**config.mk**
```make
export PLATFORM = sky130hd
export DESIGN_NAME = psr_stack_unit
export DESIGN_NICKNAME = d
export VERILOG_FILES = /design/src/rtl/psr_pkg.sv /design/src/rtl/psr_lifo.sv /design/src/rtl/psr_stack_unit.sv
export SDC_FILE = /design/constraint.sdc
export NUM_CORES = 1
export LEC_CHECK = 0
export ABC_AREA = 0
export CELL_PAD_IN_SITES_DETAIL_PLACEMENT = 0
export CELL_PAD_IN_SITES_GLOBAL_PLACEMENT = 2
export CORE_MARGIN = 2
export CORE_UTILIZATION = 29
export DETAILED_ROUTE_END_ITERATION = 6
export PLACE_DENSITY = 0.82
export SYNTH_ARGS = -nofsm -noshare
export SYNTH_HDL_FRONTEND = slang
export SYNTH_HIERARCHICAL = 1
export SYNTH_SLANG_ARGS = --single-unit
export TNS_END_PERCENT = 50
```
**constraint.sdc**
```tcl
create_clock -name clk -period 3.4 [get_ports clk]
set_clock_uncertainty 0.15 [all_clocks]
set_input_delay 0.85 -clock clk [delete_from_list [all_inputs] [get_ports clk]]
set_output_delay 0.85 -clock clk [all_outputs]
set_load 0.005 [all_outputs]
```
**src/rtl/psr_pkg.sv**
```systemverilog
// psr_pkg: shared definitions for the program-status unit.
// Holds the mode encodings, PSR bit positions, the compact 8-bit saved
// image type and helpers to convert it to and from a 32-bit PSR word.
package psr_pkg;

  localparam logic [1:0] MODE_USR = 2'd0;
  localparam logic [1:0] MODE_IRQ = 2'd1;
  localparam logic [1:0] MODE_FIQ = 2'd2;
  localparam logic [1:0] MODE_SVC = 2'd3;

  localparam int PSR_N        = 31;
  localparam int PSR_Z        = 30;
  localparam int PSR_C        = 29;
  localparam int PSR_V        = 28;
  localparam int PSR_I        = 7;
  localparam int PSR_F        = 6;
  localparam int PSR_MODE_MSB = 1;
  localparam int PSR_MODE_LSB = 0;

  typedef struct packed {
    logic [3:0] nzcv;
    logic       i;
    logic       f;
    logic [1:0] mode;
  } psr_img_t;

  // Reserved bits of the word read back as zero.
  function automatic logic [31:0] psr_pack(input psr_img_t p);
    logic [31:0] w;
    w                            = '0;
    w[PSR_N]                     = p.nzcv[3];
    w[PSR_Z]                     = p.nzcv[2];
    w[PSR_C]                     = p.nzcv[1];
    w[PSR_V]                     = p.nzcv[0];
    w[PSR_I]                     = p.i;
    w[PSR_F]                     = p.f;
    w[PSR_MODE_MSB:PSR_MODE_LSB] = p.mode;
    return w;
  endfunction

  function automatic psr_img_t psr_unpack(input logic [31:0] w);
    psr_img_t p;
    p.nzcv = {w[PSR_N], w[PSR_Z], w[PSR_C], w[PSR_V]};
    p.i    = w[PSR_I];
    p.f    = w[PSR_F];
    p.mode = w[PSR_MODE_MSB:PSR_MODE_LSB];
    return p;
  endfunction

endpackage

```
**src/rtl/psr_lifo.sv**
```systemverilog
// psr_lifo: DEPTH-entry stack of saved PSR images.
// Ports: clk_i/rst_i (sync, active-high)/en_i; push_i + push_img_i write a
// new entry; pop_i drops the top; wr_top_i + top_img_i overwrite the top.
// top_o is the current top entry (undefined when empty), depth_o the count,
// empty_o/full_o the boundary flags. The caller never pushes when full,
// never pops or writes the top when empty, and never pushes and pops together.
module psr_lifo
  import psr_pkg::*;
#(
  parameter int DEPTH = 4,
  parameter int DW    = $clog2(DEPTH + 1)
) (
  input  logic          clk_i,
  input  logic          rst_i,
  input  logic          en_i,
  input  logic          push_i,
  input  logic          pop_i,
  input  logic          wr_top_i,
  input  psr_img_t      push_img_i,
  input  psr_img_t      top_img_i,
  output psr_img_t      top_o,
  output logic [DW-1:0] depth_o,
  output logic          empty_o,
  output logic          full_o
);

  psr_img_t      mem_q [DEPTH];
  logic [DW-1:0] depth_q, depth_d;

  always_comb begin
    depth_d = depth_q;
    if (push_i)     depth_d = depth_q + DW'(1);
    else if (pop_i) depth_d = depth_q - DW'(1);
  end

  always_ff @(posedge clk_i) begin
    if (rst_i)     depth_q <= '0;
    else if (en_i) depth_q <= depth_d;
  end

  // Entry k is written by a push when depth==k, or as the top when depth==k+1;
  // both can land in one cycle on different entries.
  always_ff @(posedge clk_i) begin
    if (en_i && !rst_i) begin
      for (int k = 0; k < DEPTH; k++) begin
        if (push_i && depth_q == DW'(k))
          mem_q[k] <= push_img_i;
        else if (wr_top_i && depth_q == DW'(k + 1))
          mem_q[k] <= top_img_i;
      end
    end
  end

  always_comb begin
    top_o = '0;
    for (int k = 0; k < DEPTH; k++)
      if (depth_q == DW'(k + 1)) top_o = mem_q[k];
  end

  assign depth_o = depth_q;
  assign empty_o = (depth_q == '0);
  assign full_o  = (depth_q == DW'(DEPTH));

endmodule

```
**src/rtl/psr_stack_unit.sv**
```systemverilog
// psr_stack_unit: CPSR plus a LIFO of saved PSR images for nested exceptions.
// Inputs: clk, rst (sync, active-high), en (freezes all state when low),
// exception entry/return requests, ALU flag update, MSR write (CPSR or SPSR).
// Outputs: MRS read data, registered and next flags, mode and masks, stack
// depth with empty/full, and sticky overflow/underflow flags.
module psr_stack_unit
  import psr_pkg::*;
#(
  parameter int DEPTH = 4,
  parameter int DW    = $clog2(DEPTH + 1)
) (
  input  logic          clk,
  input  logic          rst,
  input  logic          en,
  input  logic          i_exc_req,
  input  logic [1:0]    i_exc_mode,
  input  logic          i_exc_ret,
  input  logic          i_nzcv_flag,
  input  logic [3:0]    i_nzcv_alu,
  input  logic          i_xpsr_en_ex,
  input  logic          i_xpsr_sel,
  input  logic [31:0]   i_xpsr_reg,
  output logic [31:0]   o_xpsr_reg,
  output logic [3:0]    o_nzcv,
  output logic [3:0]    o_nzcv_next,
  output logic [1:0]    o_mode,
  output logic          o_irq_mask,
  output logic          o_fiq_mask,
  output logic [DW-1:0] o_depth,
  output logic          o_empty,
  output logic          o_full,
  output logic          o_ovf,
  output logic          o_unf
);

  psr_img_t   cpsr_q, cpsr_d;
  logic       ovf_q, ovf_d, unf_q, unf_d;
  psr_img_t   msr_img, ctl_img, top_img;
  logic       msr_cpsr, msr_spsr, ret_eff, push, pop, wr_top, empty, full;
  logic [1:0] tgt_mode;

  assign msr_img  = psr_unpack(i_xpsr_reg);
  assign msr_cpsr = i_xpsr_en_ex & ~i_xpsr_sel;
  assign msr_spsr = i_xpsr_en_ex &  i_xpsr_sel;
  // Entry wins over a simultaneous return; the return is simply dropped.
  assign ret_eff  = i_exc_ret & ~i_exc_req;
  assign tgt_mode = (i_exc_mode == MODE_USR) ? MODE_SVC : i_exc_mode;

  always_comb begin
    o_nzcv_next = cpsr_q.nzcv;
    if (msr_cpsr)         o_nzcv_next = msr_img.nzcv;
    else if (i_nzcv_flag) o_nzcv_next = i_nzcv_alu;
  end

  // CPSR after this cycle's flag/MSR update; this is also the image an entry saves.
  always_comb begin
    ctl_img      = cpsr_q;
    ctl_img.nzcv = o_nzcv_next;
    if (msr_cpsr && cpsr_q.mode != MODE_USR) begin
      ctl_img.i    = msr_img.i;
      ctl_img.f    = msr_img.f;
      ctl_img.mode = msr_img.mode;
    end
  end

  assign push   = i_exc_req & ~full;
  assign pop    = ret_eff & ~empty;
  assign wr_top = msr_spsr & ~ret_eff & ~empty;

  always_comb begin
    cpsr_d = ctl_img;
    ovf_d  = ovf_q | (i_exc_req & full);
    unf_d  = unf_q | (ret_eff & empty);
    if (i_exc_req) begin
      cpsr_d.mode = tgt_mode;
      cpsr_d.i    = 1'b1;
      if (tgt_mode == MODE_FIQ) cpsr_d.f = 1'b1;
    end else if (ret_eff) begin
      // A return on an empty stack leaves the CPSR untouched.
      cpsr_d = empty ? cpsr_q : top_img;
    end
  end

  always_ff @(posedge clk) begin
    if (rst) begin
      cpsr_q <= '{nzcv: 4'h0, i: 1'b1, f: 1'b1, mode: MODE_SVC};
      ovf_q  <= 1'b0;
      unf_q  <= 1'b0;
    end else if (en) begin
      cpsr_q <= cpsr_d;
      ovf_q  <= ovf_d;
      unf_q  <= unf_d;
    end
  end

  psr_lifo #(.DEPTH(DEPTH), .DW(DW)) u_lifo (
    .clk_i      (clk),
    .rst_i      (rst),
    .en_i       (en),
    .push_i     (push),
    .pop_i      (pop),
    .wr_top_i   (wr_top),
    .push_img_i (ctl_img),
    .top_img_i  (msr_img),
    .top_o      (top_img),
    .depth_o    (o_depth),
    .empty_o    (empty),
    .full_o     (full)
  );

  assign o_xpsr_reg = i_xpsr_sel ? (empty ? 32'h0 : psr_pack(top_img)) : psr_pack(cpsr_q);
  assign o_nzcv     = cpsr_q.nzcv;
  assign o_mode     = cpsr_q.mode;
  assign o_irq_mask = cpsr_q.i;
  assign o_fiq_mask = cpsr_q.f;
  assign o_empty    = empty;
  assign o_full     = full;
  assign o_ovf      = ovf_q;
  assign o_unf      = unf_q;

endmodule

```
; Word-level counts from Yosys, hierarchy flattened
; Memories as Yosys holds them, arrays and structs flattened.
; Index checks and enable logic that the tools add are counted.
[word_totals]
input_bits = 46
wordCells = 110
mem_bits_rw = 32
regBits = 13
n_memories = 1
[classes]
addsub = 2
muxes = 55
reduce_logical = 19
n_eq_ne = 6
n_bitwise = 20
[mem_list]
columns = memory, depth, word_bits, read_ports, rd_clocked_by_memory_dff, wr, line_no
row1 = u_lifo.mem_q, 4, 8, 4, 0, 2, psr_lifo.sv:27  ; psr_img_t mem_q [DEPTH];
[op_table]
columns = cell, count
row1 = 2-to-1 mux 8 bit, 12
row2 = 2-to-1 mux 32 bit, 2
row3 = 2-to-1 mux 1 bit, 31
row4 = 2-to-1 mux 4 bit, 5
row5 = OR reduction 8 bit, 2
row6 = logical AND 1 bit, 10
row7 = AND 1 bit, 9
row8 = equality test 3 x 2 -> 1 bit (second input constant), 2
row9 = 2-to-1 mux 2 bit, 3
row10 = 2-to-1 mux 3 bit, 2
row11 = OR 1 bit, 6
row12 = NOT 1 bit, 5
row13 = AND reduction 2 bit, 2
row14 = nonzero test 2 bit, 2
row15 = adder 3 x 1 -> 3 bit (second input constant), 1
row16 = equality test 3 x 1 -> 1 bit (second input constant), 1
row17 = equality test 3 bit (second input constant), 1
row18 = logical NOT 3 bit, 1
row19 = != test 3 bit (second input constant), 1
row20 = subtractor 3 x 1 -> 3 bit (second input constant), 1
row21 = equality test 2 bit (second input constant), 1
row22 = logical NOT 2 bit, 1
row23 = logical NOT 1 bit, 1

; Depth between registers and ports, before layout
; Gate-level depths: netlist of run 1.
[logic_depth]
ltp_word = 13
ltp_mapped = 11

; Cells and area by module
; Netlist of run 1, hierarchy kept.
[by_module_without_submodules]
columns = module, seq_area_each_um2, cells_per_inst, area_per_inst_um2, n_inst
row1 = psr_lifo, 1021.0, 150, 1963.1, 1
row2 = psr_stack_unit, 200.2, 142, 1091.0, 1

; Worst setup path after synthesis of run 1
; No wires, ideal clock.
[synth_timing]
path_kind = register to output
from = register u_lifo.depth_q[2] (netlist: u_lifo/depth_o[2])
to = output o_xpsr_reg[7]
arrival_ns = 1.846
path_slack_ns = 0.554
stages_incl_launch_ff = 10
cell_sequence = dfxtp_1 > buf_6 > inv_1 > ha_1 > buf_2 > nor3b_2 > a221oi_1 > a21oi_1 > nor2b_1 > mux2_2
[synth_rtl]
columns = item, line_no
row1 = "start, declared", psr_lifo.sv:28  ; logic [DW-1:0] depth_q, depth_d;
row2 = "start signal, assigned", psr_lifo.sv:38  ; else if (en_i) depth_q <= depth_d;
row3 = "end, declared", psr_stack_unit.sv:23  ; output logic [31:0] o_xpsr_reg,

; Worst setup path in the final report of run 1
[layout_timing]
from = input i_xpsr_sel
to = output o_xpsr_reg[7]
[layout_via]
elab_chain_cells = 1
[layout_lines]
columns = item, line_no
row1 = "start, declared", psr_stack_unit.sv:21  ; input logic i_xpsr_sel,
row2 = 2-to-1 mux 32 bit, psr_stack_unit.sv:111  ; assign o_xpsr_reg = i_xpsr_sel ? (empty ? 32'h0 : psr_pack(top_img)) : psr_pack(cpsr_q);
; No other way between the ends.

==> results of run 1 <==
## how the worst max path moves through the flow
stage,from,endpoint,slack (ns),cells after the start
2_1_floorplan,u_lifo/depth_o[2]$_SDFFE_PP0P_,o_xpsr_reg[7],0.55,9
3_3_place_gp,i_nzcv_flag,o_nzcv_next[3],-0.03,5
3_5_place_dp,i_nzcv_flag,o_nzcv_next[3],-0.02,5
4_1_cts,u_lifo/depth_o[0]$_SDFFE_PP0P_,o_xpsr_reg[6],-0.13,9
5_1_grt,u_lifo/depth_o[0]$_SDFFE_PP0P_,o_xpsr_reg[7],-0.10,8
6_report,i_xpsr_sel,o_xpsr_reg[7],-0.005,4
## repair_timing
item	4_1_cts	5_1_grt
cloned	0	0
resized for setup	18	17
setup endpoints to repair	10	12
buffers inserted	1	1
pin swaps	0	2
## report_power, final
part | internal (µW) | switching (µW)
combinational | 238 | 224
sequential | 617 | 15.4
clock | 218 | 195
total | 1070 | 435
## per-layer routing
metal,wire length (µm),part of all wire [%],GRT usage (%),vias to the layer above
met5,0,0,0,-
met4,110,1.4,4.45,0
li1,-,-,-,1168
met2,3620,48,22.5,60
met1,3590,47,18.7,1106
met3,297,3.9,2.19,8
## worst max-delay path, cell delays in order
cell	delay, ns
clkdlybuf4s50_1	0.48
buf_4	0.25
mux2_2	0.37
clkdlybuf4s50_1	0.45
## placed cells by master, fill, tap and decap left out, drive strengths merged, types with 6 or more instances in the layout
cell type / count
clkdlybuf4s50: 40
buf: 38
mux2: 35
edfxtp: 32
conb: 24
a21oi: 24
nor2: 23
nand2: 23
inv: 13
dfxtp: 13
a221oi: 12
nor2b: 8
o21ai: 7
clkbuf: 7
ha: 6
## state kept, by name, summed over array words and instances, names as in the netlist
signal / cells
o_irq_mask: 1
o_fiq_mask: 1
o_mode: 2
o_ovf: 1
o_unf: 1
o_nzcv: 4
u_lifo/mem_q: 32
u_lifo/depth_o: 3
## synth_stat cells (2+ instances only)
master,number
nor2b_4,2
nor2_1,23
nand2b_1,2
buf_4,30
nand2_1,21
buf_2,4
or4_1,2
a221oi_1,10
o21ai_0,7
a21oi_1,22
mux2_2,34
buf_6,4
dfxtp_1,13
mux2i_1,5
ha_1,6
a31oi_1,3
xnor2_1,2
o22ai_1,5
a221oi_2,2
nor2b_1,6
nand4_2,2
nor3_1,3
a211o_1,4
nand2_2,2
clkbuf_1,3
edfxtp_1,32
a21oi_2,2
inv_1,13
nand3b_1,4
## metrics by stage
step | hold WS [ns] | TNS, ns | cells | total power (µW) | cell area [µm²]
2_1_floorplan | 0.311 | 0 | 315 | 913 | 3140
3_3_place_gp | 0.308 | -0.0557 | 493 | 1070 | 3760
3_5_place_dp | 0.315 | -0.0228 | 493 | 1080 | 3760
4_1_cts | 0.340 | -0.238 | 502 | 1500 | 3910
5_1_grt | 0.371 | -0.145 | 503 | 1590 | 4000
6_report | 0.332 | -0.00506 | 503 | 1510 | 4000
## cell type report
cell class | count | area (µm²)
Sequential cell | 45 | 1220
Multi-Input combinational cell | 215 | 1670
Inverter | 13 | 48.8
Clock buffer | 6 | 72.6
Tap cell | 136 | 170
Fill cell | 1021 | 6280
Timing Repair Buffer | 86 | 772
Clock inverter | 2 | 35.0
## cells by family (layout without fill, tap and decap cells)
kind of cell,count (synthesis),after routing
AND/OR/NAND/NOR,77,77
other,1,24
adder cells (fa/ha/maj),6,6
flip-flops,45,45
AO/OA/AOI/OAI,66,66
XOR/XNOR,2,2
multiplexers,40,40
buffers and inverters,55,107
==> impl_metrics.toml, run 1 <==
[outcome]
status = "finished with violations"
violations = "negative setup slack"

[placed_design]
gp_congestion = 0.789
portBuffers = 48
post-place-ws_ns = -0.0228
dp_hpwl_um = 5940

[sta]
rsz0062_at_grt = "yes"
slew_viol_final = 0
fmax_ghz = 0.294
max_slew.worst_pin.slew_ns = 0.573
finalHoldViolCount = 0
min_period_ns = 3.41
setup_violations = 1
postLayoutSetupSlackWorst_ns = -0.00506
relSlewSlack_pct = 61.4
finalCritPeriodShare_pct = 100

[yosys]
synth_xor_area_share_pct = 0.574
synth_cell_types = 53
yosys_warnings = 6
synth-simple-area-share_pct = 15.0
synth_top_family_by_area = "compound AO/OA/AOI/OAI gates"
synth_compound_area_share_pct = 15.3
syn_avg_cell_area_um2 = 10.5
ys_seq_area_share_pct = 40.0
synthMuxAreaShare_pct = 14.7
netlist.area_leader.share_pct = 31.5
ys_seq_elements = 45
synth_async_sr_flop_share_pct = 0
post-synth-top-area-cell = "edfxtp_1"
syn_area_um2 = 3050
synth-edff-count = 32
syn_inst = 292
ys_top_cells_by_area = "edfxtp_1, mux2_2, dfxtp_1, buf_4, a21oi_1"
synthFlopType = "edfxtp_1"
yosys.area_share.adder_pct = 2.46

[worst_setup_path]
path_class = "in2out"
cp-start-kind = "input pin"
cp-end-kind = "output port"
r2r_slack_ns = 0.70
cp.required_ns = 2.40
r2r-start = "u_lifo/depth_o[1]$_SDFFE_PP0P_"
arrival_ns = 2.41
ff2ff_path_depth = 11
r2r_end = "u_lifo/mem_q[2][2]$_DFFE_PP_"
crit_fanout = 17

[final_layout]
layout-drive-gt1-share_pct = 33.0
post-route-util_pct = 38.9
fin_nets = 418
antenna_cells = 0
area_growth_pct = 30.8

[hold_path]
whs_path_depth = 2
hp-class = "reg2reg"
hold_path_end = "o_unf$_SDFFE_PP0P_"
hold_start = "o_unf$_SDFFE_PP0P_"

[routing]
drtPass1Iterations = 4
wirelength_um = 7620
viasPerCell = 4.66
drt-wirelength-per-cell_um = 15.1
drtIter0Drc = 107
ant_nets = 0
drc = 0
dr_total_vias = 2342

[die]
die_h_um = 107
die_x_um = 107
core_um2 = 10300
initial_core_util_pct = 29.7
io_pins = 97
rows = 37
die-area_um2 = 11400

[grt]
globalRouteTotalUtil_pct = 13.8
overflow = 0
grt_first_pass_wirelength_um = 12300
antenna_found_initial = 0
grt_max_degree = 18
grt_pass1_vias = 2311

[clock_tree]
clockBufferDepth = 2
cts_tree = "built"
cts_sinks = 45
numCtsBuffers = 5
cts-htree-levels = 2
insertion_delay_ns = 0.31
cts_root_buf = "clkbuf_8"
hold_buffers = 0
clkTransAtPathRegs_ns = 0.08

[power_and_ir_drop]
leakage_uw = 0.00152
power.density_nw_per_um2 = 377
ir_drop_mv = 0.172

[job]
maxCapViolCount = 0
(Power assumes the default switching activity.)
==> inputs of run 2 (changes only) <==
- ABC_AREA: 0 -> 1
- CORE_UTILIZATION: 29 -> 27
- SETUP_SLACK_MARGIN: not set -> 0.5
- SKIP_CTS_REPAIR_TIMING: not set -> 1
==> run 2 against run 1 <==
The flow now finishes without violations. Fmax grew 19%. Global-route usage shrank 0.59 points. Sequential cell count is the same. Count of clock-buffer cells in the layout shrank 1. Worst setup slack gained 0.55 ns. Critical path type is now reg2out. Critical endpoint unchanged. Highest routed layer unchanged.
==> impl_metrics.toml, run 2 <==
[final_layout]
fin_nets = 556
area_growth_pct = 28.0
stdcell_area_um2 = 4230
layout-drive-gt1-share_pct = 26.9
regArea_um2 = 1230
post-route-util_pct = 35.4
final_common_cell = "nand2_1"
antenna_cells = 0
regMostFlops = "u_lifo/mem_q"
largest_reg_flops = 32
multiInputGateArea_um2 = 1700
final_cell_mix = "nand2_1, inv_1, o21ai_2, clkdlybuf4s50_1"
fin_cells = 652
n_fill_cell = 1263

[outcome]
status = "finished clean"

[yosys]
ys_top_cells_by_area = "edfxtp_1, nand2_1, o21ai_2, dfxtp_1, buf_4"
syn_area_um2 = 3310
syn_inst = 431
yosys_warnings = 6
ys_seq_area_share_pct = 36.9
synthFlopType = "edfxtp_1"
ys_seq_elements = 45
synth-edff-count = 32
synth_cell_types = 30
syn_avg_cell_area_um2 = 7.67
post-synth-top-area-cell = "edfxtp_1"
synth_async_sr_flop_share_pct = 0
netlist.area_leader.share_pct = 29.1
yosys.cell_count.top_type = "nand2_1"
synth_common_cells = "nand2_1, inv_1, nor2_1, edfxtp_1, o21ai_2"

[grt]
overflow = 0
grt_max_degree = 20
antenna_found_initial = 0
globalRouteTotalUtil_pct = 13.2
grt_first_pass_wirelength_um = 13400
grt_pass1_vias = 2622

[routing]
dr_total_vias = 2797
drtIter0Drc = 121
drc = 0
wirelength_um = 8830
drtPass1Iterations = 4
ant_nets = 0
viasPerCell = 4.29
drt-wirelength-per-cell_um = 13.5

[placed_design]
placed_cells = 634
portBuffers = 48
dpl_cell_area_um2 = 3900
gp_congestion = 0.779
dp_hpwl_um = 6460

[job]
maxCapViolCount = 0

[sta]
slew_viol_final = 0
hold_ws_ns = 0.304
finalHoldViolCount = 0
finalCritPeriodShare_pct = 84.1
rsz0062_at_grt = "yes"
fmax_ghz = 0.350
min_period_ns = 2.86
setup_violations = 0

[clock_tree]
cts_sinks = 45
cts-htree-levels = 2
clkTransAtPathRegs_ns = 0.07
clockBufferDepth = 2
cts_root_buf = "clkbuf_16"
numCtsBuffers = 5
cts_tree = "built"
insertion_delay_ns = 0.29

[worst_setup_path]
path_cells = "ha_4 -> ha_4 -> clkinv_4 -> buf_6 -> nor2_1 -> nor2_1 -> nand2_1 -> nand2_1 -> inv_1 -> o21ai_2 -> dlymetal6s2s_1"
cpLargestDelayFamily = "buffers and inverters"
cp.required_ns = 2.40
path_class = "reg2out"
worst-path-buf-inv = 4
slowest_stage = "dfxtp_4"
cp-start-kind = "flip-flop"
critical-path-max-stage-delay_ns = 0.37
arrival_ns = 1.86
cp-end-kind = "output port"
crit_fanout = 6

[power_and_ir_drop]
power.total_uw = 1560
pwr-share-seq_pct = 40.4
internal_power_uw = 1080
power.density_nw_per_um2 = 369
combPwrFrac_pct = 28.6
leakage_uw = 0.00200
switching_share_pct = 30.7
clockPowerShare_pct = 30.9
ir_drop_mv = 0.193
p_switching_uw = 479

[hold_path]
hp-class = "reg2reg"

[die]
core_um2 = 12000
die_x_um = 115
initial_core_util_pct = 27.6
rows = 40
die-area_um2 = 13100
die_h_um = 115
io_pins = 97
run 2: final cells by class:
| class | instances | share of cell area (%) |
|---|---|---|
| tap | 147 | 4.35 |
| timing repair buffer | 81 | 17.2 |
| sequential | 45 | 29.0 |
| inverter | 60 | 5.79 |
| timing repair inverter | 1 | 0.118 |
| clock buffer | 5 | 2.96 |
| multi-input combinational | 310 | 40.1 |
| clock inverter | 3 | 0.503 |
run 2: layer usage:
layer	wire (µm)	part of all wire (%)	track usage [%]
met1	4060	46	16.8
met2	4360	49	23.2
met3	274	3.1	1.96
met4	139	1.6	3.74
met5	0	0	0
run 2: cells by family (layout without fill, tap and decap cells):
| kind of cell | after synthesis | after routing | share of synthesized area, % |
|---|---|---|---|
| and+or+nand+nor | 207 | 208 | 26.9 |
| buffers and inverters | 100 | 150 | 17.5 |
| AOI/OAI and AO/OA | 71 | 71 | 16.0 |
| DFF | 45 | 45 | 36.9 |
| adders and majority gates | 6 | 6 | 2.27 |
| other | 1 | 24 | 0.113 |
| xor gates and xnor gates | 1 | 1 | 0.265 |
run 2: power groups by stage:
stage / Sequential (µW) / Clock, µW / Combinational (µW)
global route: 634 / 513 / 499
CTS: 630 / 496 / 429
floorplan: 640 / 0 / 278
detailed placement: 642 / 0 / 427
global placement: 642 / 0 / 425
finish: 631 / 483 / 447
run 2: worst reg2reg max path: cells and delay by family, from the launching register on:
kind	cells	cell delay, ns
flip-flops	1	0.38
buffers and inverters	5	0.64
AND/OR/NAND/NOR	7	0.84
adder cells (fa/ha/maj)	1	0.20
AO/OA/AOI/OAI	1	0.05
run 2: final timing paths:
check / endpoint / depth (start not counted) / start / slack [ns]
setup / recovery: o_xpsr_reg[7] / 11 / u_lifo/depth_o[0]$_SDFFE_PP0P_ / 0.54
hold / removal: o_unf$_SDFFE_PP0P_ / 2 / o_unf$_SDFFE_PP0P_ / 0.30
setup reg to reg: u_lifo/mem_q[2][1]$_DFFE_PP_ / 14 / u_lifo/depth_o[0]$_SDFFE_PP0P_ / 0.85
hold reg to reg: o_unf$_SDFFE_PP0P_ / 2 / o_unf$_SDFFE_PP0P_ / 0.30
run 2: per-stage QoR:
stage / worst slack, ns / setup TNS, ns
2_1_floorplan: 0.725 / 0
3_3_place_gp: -0.00795 / -0.0236
3_5_place_dp: -0.0383 / -0.146
4_1_cts: -0.180 / -0.495
5_1_grt: 0.442 / 0
6_report: 0.541 / 0
